<file path="src/rtl/matmul_apb_master.sv">
// APB initiator for the matrix-multiplier register port: single READ/WRITE
// commands plus a RUN macro that starts the engine and polls STATUS.busy.
module matmul_apb_master #(
  parameter int                ADDR_W      = 32,
  parameter int                DATA_W      = 32,
  parameter int                POLL_MAX    = 1024,
  parameter logic [ADDR_W-1:0] CTRL_ADDR   = 'h00,
  parameter logic [ADDR_W-1:0] STATUS_ADDR = 'h0C
) (
  input  logic              clk_i,
  input  logic              rst_ni,
  input  logic              cmd_valid_i,
  output logic              cmd_ready_o,
  input  logic [1:0]        cmd_op_i,
  input  logic [ADDR_W-1:0] cmd_addr_i,
  input  logic [DATA_W-1:0] cmd_wdata_i,
  output logic              rsp_valid_o,
  input  logic              rsp_ready_i,
  output logic [DATA_W-1:0] rsp_rdata_o,
  output logic              rsp_err_o,
  output logic              rsp_timeout_o,
  output logic              psel_o,
  output logic              penable_o,
  output logic              pwrite_o,
  output logic [ADDR_W-1:0] paddr_o,
  output logic [DATA_W-1:0] pwdata_o,
  input  logic [DATA_W-1:0] prdata_i,
  input  logic              pready_i,
  input  logic              pslverr_i
);

  localparam int CNT_W = $clog2(POLL_MAX + 1);

  localparam logic [1:0] OP_READ  = 2'd0;
  localparam logic [1:0] OP_WRITE = 2'd1;
  localparam logic [1:0] OP_RUN   = 2'd2;
  localparam logic [1:0] OP_RSVD  = 2'd3;

  typedef enum logic [1:0] {IDLE, SETUP, ACCESS, RESP} state_e;

  state_e            state_q, state_d;
  logic [1:0]        cmd_op_q;
  logic              is_poll_q;
  logic [CNT_W-1:0]  poll_cnt_q;
  logic [CNT_W-1:0]  cnt_inc;
  logic              init_q;

  logic [ADDR_W-1:0] addr_q;
  logic [DATA_W-1:0] wdata_q;
  logic              pwrite_q;
  logic [DATA_W-1:0] rdata_q;
  logic              err_q;
  logic              timeout_q;

  logic              cmd_acc;
  logic              xfer_done;
  logic              ctrl_ok;
  logic              poll_busy;
  logic              poll_again;

  // init_q keeps cmd_ready_o low until the first edge after reset release
  assign cmd_acc    = (state_q == IDLE) && init_q && cmd_valid_i;
  assign xfer_done  = (state_q == ACCESS) && pready_i;
  assign cnt_inc    = poll_cnt_q + CNT_W'(1);
  assign ctrl_ok    = xfer_done && (cmd_op_q == OP_RUN) && !is_poll_q && !pslverr_i;
  assign poll_busy  = xfer_done && is_poll_q && !pslverr_i && prdata_i[0];
  assign poll_again = poll_busy && (cnt_inc != CNT_W'(POLL_MAX));

  always_ff @(posedge clk_i or negedge rst_ni) begin
    if (!rst_ni) begin
      state_q    <= IDLE;
      init_q     <= 1'b0;
      cmd_op_q   <= OP_READ;
      is_poll_q  <= 1'b0;
      poll_cnt_q <= '0;
    end else begin
      state_q <= state_d;
      init_q  <= 1'b1;
      if (cmd_acc) begin
        cmd_op_q   <= cmd_op_i;
        is_poll_q  <= 1'b0;
        poll_cnt_q <= '0;
      end else if (ctrl_ok) begin
        is_poll_q  <= 1'b1;
        poll_cnt_q <= '0;
      end else if (poll_busy) begin
        poll_cnt_q <= cnt_inc;
      end
    end
  end

  always_comb begin
    state_d = state_q;
    case (state_q)
      IDLE:    if (cmd_acc) state_d = (cmd_op_i == OP_RSVD) ? RESP : SETUP;
      SETUP:   state_d = ACCESS;
      ACCESS:  if (pready_i) state_d = (ctrl_ok || poll_again) ? SETUP : RESP;
      RESP:    if (rsp_ready_i) state_d = IDLE;
      default: state_d = IDLE;
    endcase
  end

  // Transfer and response payload; only observed through state-gated outputs
  always_ff @(posedge clk_i) begin
    if (cmd_acc) begin
      rdata_q   <= '0;
      err_q     <= (cmd_op_i == OP_RSVD);
      timeout_q <= 1'b0;
      case (cmd_op_i)
        OP_READ: begin
          addr_q   <= cmd_addr_i;
          pwrite_q <= 1'b0;
          wdata_q  <= '0;
        end
        OP_WRITE: begin
          addr_q   <= cmd_addr_i;
          pwrite_q <= 1'b1;
          wdata_q  <= cmd_wdata_i;
        end
        default: begin
          addr_q   <= CTRL_ADDR;
          pwrite_q <= 1'b1;
          wdata_q  <= cmd_wdata_i | DATA_W'(1);
        end
      endcase
    end else if (ctrl_ok) begin
      addr_q   <= STATUS_ADDR;
      pwrite_q <= 1'b0;
      wdata_q  <= '0;
    end else if (xfer_done) begin
      err_q     <= pslverr_i;
      rdata_q   <= ((cmd_op_q == OP_WRITE) || ((cmd_op_q == OP_RUN) && !is_poll_q)) ? '0 : prdata_i;
      timeout_q <= poll_busy && !poll_again;
    end
  end

  always_comb begin
    cmd_ready_o   = 1'b0;
    rsp_valid_o   = 1'b0;
    rsp_rdata_o   = '0;
    rsp_err_o     = 1'b0;
    rsp_timeout_o = 1'b0;
    psel_o        = 1'b0;
    penable_o     = 1'b0;
    pwrite_o      = 1'b0;
    paddr_o       = '0;
    pwdata_o      = '0;
    case (state_q)
      IDLE: cmd_ready_o = init_q;
      SETUP, ACCESS: begin
        psel_o    = 1'b1;
        penable_o = (state_q == ACCESS);
        pwrite_o  = pwrite_q;
        paddr_o   = addr_q;
        pwdata_o  = wdata_q;
      end
      RESP: begin
        rsp_valid_o   = 1'b1;
        rsp_rdata_o   = rdata_q;
        rsp_err_o     = err_q;
        rsp_timeout_o = timeout_q;
      end
      default: ;
    endcase
  end

endmodule

</file>
<file path="config.mk">
export PLATFORM = sky130hd
export DESIGN_NAME = matmul_apb_master
export DESIGN_NICKNAME = d
export VERILOG_FILES = /design/src/rtl/matmul_apb_master.sv
export SDC_FILE = /design/constraint.sdc
export NUM_CORES = 1
export LEC_CHECK = 0
export ABC_AREA = 1
export CORE_MARGIN = 3
export CORE_UTILIZATION = 42
export CTS_BUF_LIST = sky130_fd_sc_hd__clkbuf_4 sky130_fd_sc_hd__clkbuf_8
export DETAILED_ROUTE_END_ITERATION = 8
export PLACE_DENSITY = 0.86
export RECOVER_POWER = 25
export SKIP_CTS_REPAIR_TIMING = 1
export SLEW_MARGIN = 20
export SYNTH_ARGS = -nofsm -noshare
export SYNTH_HDL_FRONTEND = slang
export SYNTH_SLANG_ARGS = --single-unit
</file>
<file path="constraint.sdc">
create_clock -name clk_i -period 2.3 [get_ports clk_i]
set_clock_uncertainty 0.15 [all_clocks]
set_input_delay 0.23 -clock clk_i [delete_from_list [all_inputs] [get_ports clk_i]]
set_output_delay 0.23 -clock clk_i [all_outputs]
set_load 0.02 [all_outputs]
</file>
==> impl_metrics.yaml, run 1 <==
placement:
  dp_hpwl_microns: 10410
  port-buffer-count: 206
  gp_congestion: 0.8099
route:
  dr.first_iter.drc_count: 340
  dr.pass1.iters: 4
  drc_errors: 0
  postRouteAntennaNets: 0
  via_per_inst: 4.454
  finalWirelength_microns: 14750
  vias: 4966
  routedWlPerCell_microns: 13.23
clocking:
  clkTransAtPathRegs_ps: 70
  cts-root-buf: "clkbuf_8"
  clock_latency_ps: 440
  clock_sinks: 116
  cts_tree: "built"
  cts_made_buffers: 17
  htreeDepth: 4
  cts_buffer_depth: 2
worst_setup_path:
  r2r-start: "state_q[1]$_DFFE_PN0P_"
  critPathRequiredTime_ps: 1920
  r2r-end: "addr_q[10]$_SDFFCE_PN0P_"
  timing.critical_path.slowest_cell_delay_ps: 400
  ff2ff_path_depth: 8
  r2r_slack_ps: 210
  crit_end: "paddr_o[15]"
  crit_type: "reg2out"
  cp-end-kind: "output port"
  worst-path-max-fanout: 21
  worst_path_max_delay_cell: "dfrtp_1"
  critical_path_arrival_ps: 1860
  worstPathCellList: "inv_1 > ha_4 > clkbuf_16 > nand2_1 > inv_1 > dlymetal6s2s_1"
  crit_top_cell: "inv_1"
  cp-startpoint: "state_q[1]$_DFFE_PN0P_"
  cp-start-kind: "flop"
floorplanning:
  initial_core_util: 0.4359
  die-area_sq_um: 14670
  die_x_microns: 121.1
  core-area_sq_um: 12770
  io_pins: 207
  die_h_microns: 121.1
  std_cell_rows: 41
grt:
  gr-total-overflow: 0
  grt_pass1_vias: 4654
  antenna_found_initial: 0
  grt_max_degree: 44
  grt_pass1_wl_microns: 22120
  track_usage: 0.1945
power_and_ir_drop:
  p_per_area_nw_per_um2: 1172
  total_leakage_power_nw: 5.491
  ir_drop_v: 0.0006358
cells_and_area:
  fill_cells: 1025
  post-route-util: 0.6587
  final_nets: 1040
  drive_gt1_frac: 0.1113
  multi_input_area_sq_um: 1578
  diodes: 0
  syn_to_final_growth_pct: 51.12
  layout_common_cells: "217 x inv_1, 181 x nand2_1, 103 x clkdlybuf4s50_1"
  final_common_cell: "inv_1"
  regArea_sq_um: 3068
logic_synthesis:
  synth_cells: 711
  synth_nets: 821
  ys_ff_latch: 116
  ys_seq_area_frac: 0.5510
  syn_avg_cell_area_sq_um: 7.831
  synthDistinctLibCells: 31
  synth_edf_count: 66
  ys_async_sr_fraction: 0.1466
  netlist_area_sq_um: 5568
  ys_warn_count: 0
  synth_ff_type: "edfxtp_1"
timing:
  maxSlewViolCount: 0
  setup_violations: 0
  relSlewSlack: 0.3212
  fin_crit_ps: 2243
  timing.hold.ws_ps: 176.1
  worstMarginPinSlew_ps: 1018
  period_share: 0.9751
  max_freq_ghz: 0.4459
  hold_viol_final: 0
status:
  run_status: "complete, no violations"
hold_path:
  min_path_type: "in2reg"
flow_run:
  maxCapViolCount: 0
## worst min path at each step
stage                            start                         to  depth (start not counted)
2_1_floorplan                   rst_ni    cmd_op_q[0]$_DFFE_PN0P_                          0
3_3_place_gp    timeout_q$_SDFFE_PP0P_     timeout_q$_SDFFE_PP0P_                          2
3_5_place_dp   rdata_q[0]$_SDFFE_PP0P_    rdata_q[0]$_SDFFE_PP0P_                          2
4_1_cts                         rst_ni  poll_cnt_q[1]$_DFFE_PN0P_                          2
5_1_grt                   prdata_i[15]   rdata_q[15]$_SDFFE_PP0P_                          3
6_report                  prdata_i[16]   rdata_q[16]$_SDFFE_PP0P_                          3
## per-stage QoR
stage	setup TNS, ps	area (sq um)	power [mW]	instances	setup WS, ps
5_1_grt	-317.6	8414	10.49	1115	-55.69
4_1_cts	-31580	8362	10.17	1112	-481.7
3_3_place_gp	0	7920	7.927	1080	109.2
3_5_place_dp	0	7920	8.037	1080	31.75
6_report	0	8414	9.858	1115	57.24
2_1_floorplan	0	5570	5.614	711	171.1
## cell families after synthesis
kind of cell | Yosys count | synth area share
and+or+nand+nor | 288 | 0.2139
buffers and inverters | 246 | 0.1685
DFF | 116 | 0.5510
AOI/OAI and AO/OA | 54 | 0.05236
adders and majority gates | 6 | 0.01348
other | 1 | 0.0006735
## cell usage after synthesis, types with 4 or more instances
master | instances | area (sq um)
ha_1 | 6 | 75.07
clkbuf_1 | 16 | 60.06
nand2_1 | 181 | 679.4
inv_2 | 5 | 18.77
o21ai_0 | 8 | 40.04
nand2_2 | 4 | 25.02
dfrtp_1 | 17 | 425.4
nor2_4 | 4 | 45.04
nand3_1 | 11 | 55.05
edfxtp_1 | 66 | 1982
a21oi_1 | 4 | 20.02
nor2_1 | 74 | 277.8
dfxtp_1 | 33 | 660.6
inv_1 | 218 | 818.3
o21ai_1 | 33 | 165.2
## worst max-delay path, delay by kind of cell, from the launching register on
| kind | cells | cell delay, ps |
|---|---|---|
| and+or+nand+nor | 1 | 60 |
| adders and majority gates | 1 | 340 |
| DFF | 1 | 400 |
| buffers and inverters | 4 | 620 |
## cell type report
cell class,instances,area share
clock inverter,10,0.01799
sequential,116,0.3646
clock buffer,22,0.03450
multi-input combinational,349,0.1875
timing repair buffer,223,0.2700
tap,172,0.02558
inverter,223,0.09978
## sequential cells by signal (all words and copies together) (netlist names)
signal      count
init_q          1
wdata_q        32
err_q           1
cmd_op_q        2
timeout_q       1
is_poll_q       1
state_q         2
pwrite_q        1
rdata_q        32
addr_q         32
poll_cnt_q     11
## report_power, final
part	internal (mW)	switching [mW]	leakage [nW]	total, mW
sequential	2.67	0.219	1.11	2.89
clock	1.28	0.803	0.234	2.08
combinational	1.91	2.97	4.15	4.89
total	5.86	4.00	5.49	9.86
## metal layers
layer,track usage,wire [microns],up-vias
met5,0,0,-
met3,0.05781,1053,34
li1,-,-,2502
met2,0.3341,7499,176
met4,0.09104,385,0
met1,0.2224,5815,2254
Power figures use the tool's default switching activity.
==> run 2: changes to the inputs <==
--- a/config.mk
+++ b/config.mk
@@ -7,10 +7,11 @@
 export LEC_CHECK = 0
 export ABC_AREA = 1
 export CORE_MARGIN = 3
-export CORE_UTILIZATION = 42
+export CORE_UTILIZATION = 37
 export CTS_BUF_LIST = sky130_fd_sc_hd__clkbuf_4 sky130_fd_sc_hd__clkbuf_8
+export CTS_CLUSTER_SIZE = 25
 export DETAILED_ROUTE_END_ITERATION = 8
-export PLACE_DENSITY = 0.86
+export PLACE_DENSITY = 0.67
 export RECOVER_POWER = 25
 export SKIP_CTS_REPAIR_TIMING = 1
 export SLEW_MARGIN = 20
==> run 2 against run 1 <==
Via count is 3.4% lower. Sequential cell count stayed put. Count of clock-buffer cells in the layout is 1 higher. Critical endpoint is now paddr_o[25]. Clock power is 3% lower. Non-clock buffer count is 1 higher. Utilization is 8.8 points lower. Worst hold slack better by 6.7 ps. Global-route usage is 2.3 points lower. Design area is 0.62% lower. Critical path type unchanged. Power is 1.9% lower. Highest routed layer unchanged.
==> impl_metrics.yaml, run 2 (synthesis gave the netlist of run 1 again) <==
route:
  finalWirelength_microns: 14470
  routedWlPerCell_microns: 12.83
  dr.first_iter.drc_count: 262
  drc_errors: 0
  postRouteAntennaNets: 0
  via_per_inst: 4.254
  dr.pass1.iters: 4
  vias: 4798
grt:
  antenna_found_initial: 0
  track_usage: 0.1716
  grt_pass1_vias: 4486
  grt_max_degree: 42
  grt_pass1_wl_microns: 22200
  gr-total-overflow: 0
worst_setup_path:
  critical_path_arrival_ps: 1800
  r2r_slack_ps: 150
  r2r-start: "state_q[0]$_DFFE_PN0P_"
  worstPathCellList: "inv_1 > ha_4 > buf_12 > nand2_1 > inv_1 > dlymetal6s2s_1"
  ff2ff_path_depth: 9
  crit_top_cell: "inv_1"
  cp-startpoint: "state_q[0]$_DFFE_PN0P_"
  crit_end: "paddr_o[25]"
  timing.critical_path.slowest_cell_delay_ps: 370
  crit_type: "reg2out"
  critPathRequiredTime_ps: 1920
  cp-start-kind: "flop"
  worst-path-max-fanout: 21
  worst_path_max_delay_cell: "dfrtp_1"
  r2r-end: "wdata_q[0]$_SDFFCE_PN0P_"
  cp-end-kind: "output port"
clocking:
  cts_tree: "built"
  htreeDepth: 4
  clkTransAtPathRegs_ps: 70
  cts-root-buf: "clkbuf_8"
  cts_made_buffers: 17
  clock_latency_ps: 440
  cts_buffer_depth: 2
  clock_sinks: 116
cells_and_area:
  diodes: 0
  fin_cells: 1128
  final_nets: 1041
  multi_input_area_sq_um: 1583
  final_common_cell: "inv_1"
  syn_to_final_growth_pct: 50.18
  layout_common_cells: "218 x inv_1, 181 x nand2_1, 102 x clkdlybuf4s50_1"
  post-route-util: 0.5710
  drive_gt1_frac: 0.1271
  top_regs: "addr_q (32), rdata_q (32), wdata_q (32)"
  fill_cells: 1399
  regArea_sq_um: 3068
timing:
  timing.setup.tns_ps: 0
  max_freq_ghz: 0.4579
  maxSlewViolCount: 0
  setup_violations: 0
  fin_crit_ps: 2184
  rsz0062_at_grt: "yes"
  hold_viol_final: 0
  relSlewSlack: 0.3524
  timing.hold.ws_ps: 182.8
  worstMarginPinSlew_ps: 971.4
  period_share: 0.9495
floorplanning:
  std_cell_rows: 44
  die_x_microns: 128.7
  die_h_microns: 128.7
  die-area_sq_um: 16560
  initial_core_util: 0.3802
  io_pins: 207
  core-area_sq_um: 14640
placement:
  gp_congestion: 0.7762
  port-buffer-count: 206
  dp_hpwl_microns: 10160
  place_inst: 1092
hold_path:
  min_path_type: "in2reg"
  min_from: "prdata_i[21]"
status:
  run_status: "complete, no violations"
power_and_ir_drop:
  total_leakage_power_nw: 5.321
  p_per_area_nw_per_um2: 1157
  ir_drop_v: 0.0005927
flow_run:
  maxCapViolCount: 0
run 2: cell count changes in the layout (fill, tap and decap cells not counted), moves of 2 or more:
cell / delta
clkbuf_2: +14
clkbuf_16: +2
ha_2: +2
dlymetal6s2s_1: -13
clkinvlp_4: +2
clkinv_2: -3
ha_1: -2
run 2: area by class of cell:
type	instances	area share
clock buffers	23	0.03561
clock inverters	9	0.01526
inverters	223	0.1004
multi-input cells	349	0.1893
flip-flops and latches	116	0.3669
well taps	184	0.02753
repair buffers	224	0.2650
run 2: per-stage QoR:
stage               setup WS (ps)  cell area [sq um]  total power [mW]
floorplan                   171.1               5570             5.614
global placement            124.3               7935             7.993
detailed placement          82.09               7935             8.044
CTS                        -411.0               8361             10.09
global route               -39.89               8362             10.39
finish                      116.1               8362             9.672
run 2: power by group:
| group | leakage, nW | internal (mW) | switching [mW] |
|---|---|---|---|
| logic | 4.00 | 1.86 | 2.93 |
| clock network | 0.214 | 1.19 | 0.824 |
| registers | 1.11 | 2.67 | 0.206 |
run 2: critical path, delay by kind of cell, from the launching register on:
kind	cells	cell delay [ps]
adders and majority gates	1	360
DFF	1	370
and+or+nand+nor	1	60
buffers and inverters	4	560
run 2: worst min-delay path by stage:
stage                     cells past startpoint  slack, ps                        end
final                                         3        180   rdata_q[21]$_SDFFE_PP0P_
after global placement                        2        290    rdata_q[0]$_SDFFE_PP0P_
after global routing                          3        150    rdata_q[6]$_SDFFE_PP0P_
after floorplan                               0       -220    cmd_op_q[0]$_DFFE_PN0P_
after detailed placement                      2        290     timeout_q$_SDFFE_PP0P_
after CTS                                     2        -60  poll_cnt_q[1]$_DFFE_PN0P_
run 2: metal layers:
metal | wire (microns) | share of wire | up-vias | track usage
met5 | 0 | 0 | - | 0
met4 | 257 | 0.018 | 0 | 0.07103
met3 | 813 | 0.056 | 19 | 0.05272
met2 | 7163 | 0.50 | 137 | 0.2756
met1 | 6236 | 0.43 | 2136 | 0.2155
li1 | - | - | 2506 | -
==> run 3: changes to the inputs <==
--- a/config.mk
+++ b/config.mk
@@ -7,12 +7,11 @@
 export LEC_CHECK = 0
 export ABC_AREA = 1
 export CORE_MARGIN = 3
-export CORE_UTILIZATION = 37
+export CORE_UTILIZATION = 42
 export CTS_BUF_LIST = sky130_fd_sc_hd__clkbuf_4 sky130_fd_sc_hd__clkbuf_8
 export CTS_CLUSTER_SIZE = 25
 export DETAILED_ROUTE_END_ITERATION = 8
-export PLACE_DENSITY = 0.67
-export RECOVER_POWER = 25
+export PLACE_DENSITY = 0.76
 export SKIP_CTS_REPAIR_TIMING = 1
 export SLEW_MARGIN = 20
 export SYNTH_ARGS = -nofsm -noshare
==> run 3 against run 2 <==
Non-clock buffer count unchanged. Maximum frequency down 0.96%. Worst setup slack lost 21 ps. Worst hold slack better by 12 ps. Highest routed layer unchanged.
==> impl_metrics.yaml, run 3 (synthesis gave the netlist of run 1 again) <==
status:
  run_status: "complete, no violations"
grt:
  grt_pass1_wl_microns: 21820
  track_usage: 0.1894
  gr-total-overflow: 0
  grt_max_degree: 37
  antenna_found_initial: 0
  grt_pass1_vias: 4572
route:
  dr.pass1.iters: 4
  drc_errors: 0
  vias: 4863
  dr.first_iter.drc_count: 267
  finalWirelength_microns: 14290
  routedWlPerCell_microns: 12.80
  via_per_inst: 4.358
  postRouteAntennaNets: 0
placement:
  gp_congestion: 0.8542
  dp_hpwl_microns: 10020
  port-buffer-count: 206
timing:
  max_freq_ghz: 0.4535
  fin_crit_ps: 2205
  rsz0062_at_grt: "yes"
  hold_viol_final: 0
  maxSlewViolCount: 0
  setup_violations: 0
  timing.setup.tns_ps: 0
  period_share: 0.9587
clocking:
  htreeDepth: 4
  cts_buffer_depth: 2
  clock_sinks: 116
  clock_latency_ps: 430
  cts_made_buffers: 17
  cts-root-buf: "clkbuf_8"
  clkTransAtPathRegs_ps: 70
  cts_tree: "built"
floorplanning:
  initial_core_util: 0.4359
  die_h_microns: 121.1
  std_cell_rows: 41
  die_x_microns: 121.1
  core-area_sq_um: 12770
  die-area_sq_um: 14670
  io_pins: 207
power_and_ir_drop:
  p_per_area_nw_per_um2: 1154
  total_power_mw: 10.05
  total_leakage_power_nw: 5.939
  ir_drop_v: 0.0006707
cells_and_area:
  syn_to_final_growth_pct: 56.45
  final_common_cell: "inv_1"
  layout_common_cells: "218 x inv_1, 181 x nand2_1, 103 x clkdlybuf4s50_1"
  top_regs: "addr_q (32), rdata_q (32), wdata_q (32)"
  diodes: 0
  drive_gt1_frac: 0.07839
  final_nets: 1041
  fill_cells: 987
  regArea_sq_um: 3068
  multi_input_area_sq_um: 1578
flow_run:
  maxCapViolCount: 0
worst_setup_path:
  critical_path_arrival_ps: 1830
  worst-path-max-fanout: 27
  cp-start-kind: "flop"
  crit_type: "reg2out"
  cp-end-kind: "output port"
  critPathRequiredTime_ps: 1920
hold_path:
  min_path_type: "in2reg"
-- run 3: cell types whose count changed in the layout (fill, tap and decap cells not counted), sizes merged --
cell / change
dlymetal6s2s: +45
dlygate4sd3: -1
clkbuf: -50
clkdlybuf4s50: +1
clkinvlp: -1
clkinv: +1
buf: +4
bufinv: +1
-- run 3: worst paths after layout --
kind | start | to | slack [ps] | cells past startpoint
worst max-delay path | state_q[0]$_DFFE_PN0P_ | paddr_o[27] | 90 | 6
worst min-delay path | prdata_i[31] | rdata_q[31]$_SDFFE_PP0P_ | 200 | 3
worst max register to register | state_q[0]$_DFFE_PN0P_ | addr_q[12]$_SDFFCE_PN0P_ | 170 | 9
worst min register to register | rdata_q[2]$_SDFFE_PP0P_ | rdata_q[2]$_SDFFE_PP0P_ | 310 | 2
max in group asynchronous | rst_ni | poll_cnt_q[7]$_DFFE_PN0P_ | 1290 | 3
min in group asynchronous | rst_ni | poll_cnt_q[8]$_DFFE_PN0P_ | 500 | 3
-- run 3: critical path, stage by stage, from the launching register on --
cell and delay, ps:
dfrtp_1 370, inv_1 100, ha_4 330, buf_12 170
nand2_1 70, inv_1 70, dlymetal6s2s_1 250
-- run 3: cell type report --
class,instances,area share
timing repair buffer,224,0.2939
tap,172,0.02471
clock buffer,22,0.03404
inverter,223,0.09667
clock inverter,10,0.01738
multi-input combinational,349,0.1811
sequential,116,0.3522
-- run 3: power breakdown --
group | internal, mW | switching [mW]
registers | 2.67 | 0.210
clock network | 1.30 | 0.793
logic | 2.16 | 2.92
-- run 3: through the flow --
stage,area [sq um],cells,setup slack (ps),utilization,hold slack [ps]
after floorplan,5570,711,171.1,-,-215.6
after global placement,8005,1083,151.5,0.6267,292.0
after detailed placement,8005,1083,93.95,0.6267,298.6
after CTS,8453,1115,-394.6,0.6618,-64.38
after global routing,8711,1116,-32.37,0.6819,173.8
final,8711,1116,94.89,0.6819,195.2
-- run 3: per-layer routing --
| layer | up-vias | global-route usage | routed length, microns |
|---|---|---|---|
| li1 | 2504 | - | - |
| met2 | 147 | 0.3168 | 7040 |
| met1 | 2190 | 0.2303 | 6057 |
| met3 | 22 | 0.05501 | 886 |
| met5 | - | 0 | 0 |
| met4 | 0 | 0.07563 | 303 |
